--- src/rtl/sprite_pkg.sv ---
// Shared register-map offsets, CTRL bit indices, field positions and the
// coordinate clamp used by the sprite position table.
package sprite_pkg;

   // CTRL and STATUS sit immediately after the POS[] block.
   localparam int CTRL_OFS      = 0;
   localparam int STATUS_OFS    = 1;

   localparam int COMMIT_BIT    = 0;
   localparam int IMMEDIATE_BIT = 1;

   localparam int X_LSB         = 0;
   localparam int Y_LSB         = 16;
   localparam int FRAME_CNT_LSB = 16;

   function automatic logic [15:0] clamp_coord(input logic [15:0] value,
                                                input logic [15:0] limit);
      return (value >= limit) ? (limit - 16'd1) : value;
   endfunction

endpackage

--- src/rtl/frame_tick_sync.sv ---
// Two-flop synchroniser for the asynchronous frame strobe followed by a
// rising-edge detector; tick is high for exactly one clk cycle per edge.
module frame_tick_sync (
   input  logic clk,
   input  logic rst,
   input  logic async_in,
   output logic tick
);

   logic [1:0] sync_reg;
   logic       prev_reg;

   always_ff @(posedge clk or posedge rst) begin
      if (rst) begin
         sync_reg <= 2'b00;
         prev_reg <= 1'b0;
      end else begin
         sync_reg <= {sync_reg[0], async_in};
         prev_reg <= sync_reg[1];
      end
   end

   assign tick = sync_reg[1] & ~prev_reg;

endmodule

--- src/rtl/sprite_position_table.sv ---
// Double-banked sprite X/Y table: CPU writes go to the shadow bank, which is
// copied to the active (renderer-facing) bank on the first frame tick after a commit.
module sprite_position_table
   import sprite_pkg::*;
#(
   parameter int N_SPRITES = 8,
   parameter int COORD_W   = 10,
   parameter int X_MAX     = 640,
   parameter int Y_MAX     = 480,
   parameter int ADDR_W    = 4
) (
   input  logic                             clk_clk,
   input  logic                             reset_reset,
   input  logic [ADDR_W-1:0]                avs_address,
   input  logic                             avs_write,
   input  logic [31:0]                      avs_writedata,
   input  logic                             avs_read,
   output logic [31:0]                      avs_readdata,
   input  logic                             refresh_image_export,
   output logic [N_SPRITES*2*COORD_W-1:0]   position_table_export,
   output logic                             commit_done_export
);

   localparam int ENTRY_W = 2 * COORD_W;
   localparam logic [ADDR_W-1:0] CTRL_ADDR   = ADDR_W'(N_SPRITES + CTRL_OFS);
   localparam logic [ADDR_W-1:0] STATUS_ADDR = ADDR_W'(N_SPRITES + STATUS_OFS);

   logic                           tick;
   logic                           pending_reg;
   logic                           immediate_reg;
   logic                           commit_done_reg;
   logic [15:0]                    frame_count_reg;
   logic [31:0]                    readdata_reg;
   logic [31:0]                    readdata_next;
   logic [N_SPRITES*ENTRY_W-1:0]   shadow_flat;
   logic [15:0]                    x_clamped;
   logic [15:0]                    y_clamped;
   logic [ENTRY_W-1:0]             wr_entry;
   logic                           ctrl_write;
   logic                           commit_write;
   logic                           swap;
   logic                           unused_bits;

   frame_tick_sync u_frame_tick_sync (
      .clk      (clk_clk),
      .rst      (reset_reset),
      .async_in (refresh_image_export),
      .tick     (tick)
   );

   assign x_clamped   = clamp_coord(16'(avs_writedata[X_LSB +: COORD_W]), 16'(X_MAX));
   assign y_clamped   = clamp_coord(16'(avs_writedata[Y_LSB +: COORD_W]), 16'(Y_MAX));
   assign wr_entry    = {y_clamped[COORD_W-1:0], x_clamped[COORD_W-1:0]};
   assign unused_bits = ^{avs_writedata, x_clamped, y_clamped};

   assign ctrl_write   = avs_write && (avs_address == CTRL_ADDR);
   assign commit_write = ctrl_write && avs_writedata[COMMIT_BIT];
   // A commit arriving on the tick itself defers to the next frame.
   assign swap         = tick && pending_reg && !commit_write;

   genvar gi;
   generate
      for (gi = 0; gi < N_SPRITES; gi++) begin : g_chan
         logic [ENTRY_W-1:0] shadow_reg;
         logic [ENTRY_W-1:0] active_reg;
         logic               pos_write;

         assign pos_write = avs_write && (avs_address == ADDR_W'(gi));

         // The swap copies the pre-write shadow; an immediate write wins over it.
         always_ff @(posedge clk_clk or posedge reset_reset) begin
            if (reset_reset) begin
               shadow_reg <= '0;
               active_reg <= '0;
            end else begin
               if (pos_write)
                  shadow_reg <= wr_entry;
               if (pos_write && immediate_reg)
                  active_reg <= wr_entry;
               else if (swap)
                  active_reg <= shadow_reg;
            end
         end

         assign shadow_flat[gi*ENTRY_W +: ENTRY_W]           = shadow_reg;
         assign position_table_export[gi*ENTRY_W +: ENTRY_W] = active_reg;
      end
   endgenerate

   always_comb begin
      readdata_next = '0;
      for (int i = 0; i < N_SPRITES; i++) begin
         if (32'(avs_address) == i) begin
            readdata_next[X_LSB +: COORD_W] = shadow_flat[i*ENTRY_W +: COORD_W];
            readdata_next[Y_LSB +: COORD_W] = shadow_flat[i*ENTRY_W+COORD_W +: COORD_W];
         end
      end
      if (avs_address == CTRL_ADDR)
         readdata_next[IMMEDIATE_BIT] = immediate_reg;
      if (avs_address == STATUS_ADDR) begin
         readdata_next[0]                  = pending_reg;
         readdata_next[FRAME_CNT_LSB +: 16] = frame_count_reg;
      end
   end

   always_ff @(posedge clk_clk or posedge reset_reset) begin
      if (reset_reset) begin
         pending_reg     <= 1'b0;
         immediate_reg   <= 1'b0;
         commit_done_reg <= 1'b0;
         frame_count_reg <= 16'd0;
         readdata_reg    <= 32'd0;
      end else begin
         commit_done_reg <= swap;
         if (tick)
            frame_count_reg <= frame_count_reg + 16'd1;
         if (commit_write)
            pending_reg <= 1'b1;
         else if (swap)
            pending_reg <= 1'b0;
         if (ctrl_write)
            immediate_reg <= avs_writedata[IMMEDIATE_BIT];
         if (avs_read)
            readdata_reg <= readdata_next;
      end
   end

   assign avs_readdata       = readdata_reg;
   assign commit_done_export = commit_done_reg;

endmodule

--- config.mk ---
export PLATFORM = sky130hd
export DESIGN_NAME = sprite_position_table
export DESIGN_NICKNAME = d
export VERILOG_FILES = /design/src/rtl/sprite_pkg.sv /design/src/rtl/frame_tick_sync.sv /design/src/rtl/sprite_position_table.sv
export SDC_FILE = /design/constraint.sdc
export NUM_CORES = 1
export LEC_CHECK = 0
export ABC_AREA = 1
export BUFFER_PORTS_ARGS = -buffer_cell sky130_fd_sc_hd__buf_4
export CELL_PAD_IN_SITES_DETAIL_PLACEMENT = 2
export CELL_PAD_IN_SITES_GLOBAL_PLACEMENT = 2
export CORE_ASPECT_RATIO = 0.8
export CORE_MARGIN = 3
export CORE_UTILIZATION = 37
export CTS_CLUSTER_SIZE = 24
export DETAILED_ROUTE_END_ITERATION = 10
export PLACE_DENSITY = 0.94
export SYNTH_ARGS = -nofsm -noshare
export SYNTH_HDL_FRONTEND = slang
export SYNTH_SLANG_ARGS = --single-unit
--- constraint.sdc ---
create_clock -name clk_clk -period 36.2 [get_ports clk_clk]
set_input_delay 3.62 -clock clk_clk [delete_from_list [all_inputs] [get_ports clk_clk]]
set_output_delay 3.62 -clock clk_clk [all_outputs]
set_load 0.01 [all_outputs]
# --- Word-level counts from Yosys, hierarchy flattened ---
# Cells that the tools add are included.
totals:
  register_bits: 368
  latchBits: 0
  ram_bits: 0
  rom_bits: 0
  inputBits: 41
  output_inout_bits: 193
  elab_cells: 107
  n_memories: 0
op_classes:
  addsub: 1
  multipliers: 0
  div_mod_pow: 0
  magnitude_cmp: 2
  eq_ne: 9
  n_shift: 0
  n_mux: 39
  bitwise: 2
  n_reduce_logical: 31
op_table:
  columns: ["cell", "count"]
  rows:
  - ["$mux 20", 16]
  - ["$mux 10", 18]
  - ["$logic_and 1x1->1", 20]
  - ["$reduce_bool 2->1", 9]
  - ["$add 16x1->16 const B", 1]
  - ["$eq 4x3->1 const B", 4]
  - ["$mux 16", 1]
  - ["$ge 10x10->1 const B", 1]
  - ["$ge 10x9->1 const B", 1]
  - ["$eq 4x2->1 const B", 2]
  - ["$eq 4x4->1 const B", 2]
  - ["$eq 4x1->1 const B", 1]
  - ["$logic_not 4->1", 1]
  - ["$mux 1", 4]
  - ["$and 1x1->1", 1]
  - ["$logic_not 1->1", 1]
  - ["$not 1->1", 1]

# --- Depth between registers and ports, before layout ---
logic_depth:
  ltp_word: 10
  mapped_depth: 12

# --- Modules after synthesis ---
# A second synthesis with hierarchy kept.
unflattened:
  hier_cells: 1971
  area_unflattened_um2: 16509.6
modules_own_cells:
  columns: ["module", "n_inst", "cells_per_inst", "area_each_um2", "seq_area_each_um2"]
  rows:
  - ["sprite_position_table", 1, 1965, 16420.7, 9133.8]
  - ["frame_tick_sync", 1, 6, 88.8, 75.1]

# --- Least setup slack after synthesis ---
# OpenSTA, ideal clock, no wires.
synth_path:
  kind: "input port to flip-flop"
  startpoint: "input avs_address[3]"
  endpoint: "register g_chan[2].active_reg[10]"
  setup_ps: 139
  arrival_time_ps: 4857
  required_time_ps: 36061
  path_slack_ps: 31204
  path_stages: 10
  n_path_buf: 2
  cell_sequence: "nor2_1 -> nand2_1 -> nor2_1 -> inv_1 -> nor2_1 -> buf_2 -> nor2_1 -> buf_2 -> nand2_1 -> o211ai_1"
synth_between:
  elab_chain_len: 6
  elab_cells_between_ends: 10
  cone_classes: "eq/ne: 2; mux: 1; reduce/logical: 7"
synth_lines:
  columns: ["element", "line", "text"]
  rows:
  - ["start: declaration", "sprite_position_table.sv:14", "input logic [ADDR_W-1:0] avs_address,"]
  - ["$eq 4x4->1", "sprite_position_table.sv:56", "assign ctrl_write = avs_write && (avs_address == CTRL_ADDR);"]
  - ["$logic_and 1x1->1", "sprite_position_table.sv:56", null]
  - ["$logic_and 1x1->1", "sprite_position_table.sv:57", "assign commit_write = ctrl_write && avs_writedata[COMMIT_BIT];"]
  - ["$logic_not 1->1", "sprite_position_table.sv:59", "assign swap = tick && pending_reg && !commit_write;"]
  - ["$logic_and 1x1->1", "sprite_position_table.sv:59", null]
  - ["$reduce_bool 2->1 (no source line)", null, null]
  - ["end signal: assignment", "sprite_position_table.sv:79", "active_reg <= wr_entry;"]
  - ["end signal: assignment", "sprite_position_table.sv:81", "active_reg <= shadow_reg;"]
  - ["end: declaration", "sprite_position_table.sv:65", "logic [ENTRY_W-1:0] active_reg;"]
# Parallel ways exist; a longest one is shown, timed or not.
# A chain may end at the register's enable or synchronous reset.

# --- Worst setup path in the final report ---
layout_path:
  startpoint: "input avs_address[1]"
  endpoint: "register g_chan[2].active_reg[10]"
# Same word-level chain as after synthesis.

==> out/qor.yml <==
postCtsHoldBufs: 0
ctsHtreeMaxLevel: 2
async_flop_share: 1.00
syn_inst: 1984
postLayoutCoreUtil: 0.456
post_cts_resized: 0
gp_congestion: 0.858
path_max_fanout: 30
p_comb_frac: 0.217
start_util: 0.378
fin_crit_ps: 9020
status: "complete, no violations"
max_clock_freq_mhz: 111
slew_viol_final: 0
antenna_found_initial: 1
dp_hpwl_um: 45200
ys_seq_area_frac: 0.559
hold_viol: 0
placed_cells: 2694
start_kind: "primary input"
n_antenna_cell: 0
seqPwrFrac: 0.450
ys_warn_count: 0
grt_overflow: 0
yosysUniqueCellTypes: 29
ant_nets: 0
die_height_um: 195
io_pins: 234
power_uw: 1320
initialDrtViolationCount: 1281
finalSetupViolCount: 0
clockBufferDepth: 3
drc: 0
leakage_uw: 0.00981
finalCritPeriodShare: 0.249
finalWorstSetupSlack_ps: 27180
core_mm2: 0.0436
internal-power_uw: 886
hold_class: "register to register"
dp_slack_ps: 26880
cts_root_buf: "clkbuf_16"
synthTopCellsByArea: "dfrtp_1 (56%), nand2_1 (16%), nand3_1 (8.2%)"
grt_setup_unrepaired: "no"
required_ps: 36580
syn_area_per_cell_um2: 8.31
swShare: 0.328
clkTransAtPathRegs_ps: 60
cts_buffers: 40
synth_edf_count: 0
cts.sinks: 368
synth_common_cells: "nand2_1 (702), dfrtp_1 (368), nand3_1 (271)"
cts_tree: "done"
wl_per_cell_um: 25.8
grt_pass1_vias: 17800
synth_top_area_share: 0.559
yosysTopAreaCell: "dfrtp_1"
drv_cap: 0
crit_type: "primary input to register"
num_rows: 68
syn_area_mm2: 0.0165
via_per_inst: 5.74
totalWireLength_um: 71500
yosysMostFrequentCell: "nand2_1"
setup-tns-final_ps: 0
grt_pass1_wl_um: 111000
critPathCaptureType: "register"
port_buffers: 215
grt_max_degree: 175
power.density_mw_per_mm2: 66.4
skew_ps: 16.4
final_cells: 2765
insertion_delay_ps: 560
vdd_ir_drop_max_mv: 0.0328
num_vias: 15900
area_growth_syn_to_layout_pct: 20.5
first_pass_iters: 5
postCtsSetupRepairBufs: 0
grt_use_total: 0.302
tightest_slew_ps: 1310
ys_ff_latch: 368
chipWidth_um: 242
relSlewSlack: 0.123
final_nets: 2183
die_area_mm2: 0.0471
drive_above_1_share: 0.158
num-fill-cells: 4778
p_sw_uw: 433
clkPwrFrac: 0.333
worstPathArrival_ps: 9400
ys_dominant_reg_cell: "dfrtp_1"
## cell families (layout without fill, tap and decap cells)
group / Yosys count / in the layout / share of synthesized area
AO/OA/AOI/OAI: 235 / 235 / 0.0863
flip-flops: 368 / 368 / 0.559
adder cells (fa/ha/maj): 1 / 1 / 0.000759
AND/OR/NAND/NOR: 1108 / 1108 / 0.283
other: 1 / 6 / 0.000228
buffers and inverters: 257 / 438 / 0.0635
XOR/XNOR: 14 / 14 / 0.00744
## layout by cell type, fill, tap and decap left out
cell / n
nor2_4: 3
inv_6: 2
nor3_1: 9
bufinv_16: 4
nor2_1: 71
a31oi_1: 7
conb_1: 6
clkbuf_16: 41
ha_1: 1
nand2_2: 1
clkinvlp_4: 1
buf_12: 1
clkinv_4: 1
inv_8: 1
o21ai_0: 120
clkbuf_1: 7
nand4_1: 26
xor2_1: 13
xnor2_1: 1
o21ai_1: 1
inv_2: 12
inv_1: 110
clkinv_1: 8
nor3_4: 1
nand2_1: 702
clkinv_2: 5
or2_2: 17
nor2_2: 7
o211ai_1: 89
inv_4: 1
o31ai_1: 6
a21oi_1: 12
buf_4: 234
clkbuf_8: 10
dfrtp_1: 368
nand3_1: 271
## through the flow
| stage | area, µm² | hold WS, ps |
|---|---|---|
| after floorplan | 16500 | 331 |
| after global placement | 18500 | 339 |
| after detailed placement | 18500 | 341 |
| after CTS | 19900 | 355 |
| after global routing | 19900 | 357 |
| final | 19900 | 352 |
## layout make-up
type                            count  area [µm²]  area share
Tap cell                          595         744      0.0375
Clock buffer                       58        1190      0.0599
Sequential cell                   368        9210       0.464
Multi-Input combinational cell   1364        6250       0.315
Inverter                          132         505      0.0255
Clock inverter                     13         179     0.00901
Timing Repair Buffer              235        1780      0.0895
## critical path: stages
cell	delay (ps)
buf_4	110
inv_2	130
nor2_1	980
nand2_1	690
nor2_1	800
inv_1	690
nor2_1	1010
inv_1	840
nand3_1	350
o211ai_1	140
## worst paths after layout
kind	startpoint	to	slack, ps	cells past startpoint
hold / removal	u_frame_tick_sync.sync_reg[0]$_DFF_PP0_	u_frame_tick_sync.sync_reg[1]$_DFF_PP0_	350	0
hold reg to reg	u_frame_tick_sync.sync_reg[0]$_DFF_PP0_	u_frame_tick_sync.sync_reg[1]$_DFF_PP0_	350	0
min in group asynchronous	reset_reset	g_chan[2].active_reg[12]$_DFFE_PP0P_	3220	2
setup reg to reg	u_frame_tick_sync.prev_reg$_DFF_PP0_	g_chan[5].active_reg[10]$_DFFE_PP0P_	32670	8
setup / recovery	avs_address[1]	g_chan[2].active_reg[10]$_DFFE_PP0P_	27180	10
max in group asynchronous	reset_reset	avs_readdata[5]$_DFFE_PP0P_	31350	3
## power groups by stage
stage / registers [µW] / clock network [µW] / logic [µW]
after floorplan: 593 / 0 / 111
after global placement: 586 / 0 / 263
after detailed placement: 593 / 0 / 281
after CTS: 591 / 444 / 291
after global routing: 604 / 463 / 316
final: 594 / 439 / 286
## metal layers
layer / GRT usage / vias up / wire length, µm
li1: - / 6758 / -
met1: 0.380 / 8383 / 29100
met2: 0.517 / 577 / 35300
met3: 0.0526 / 164 / 4160
met4: 0.121 / 2 / 2840
met5: 0 / - / 9
(Power assumes the default switching activity.)
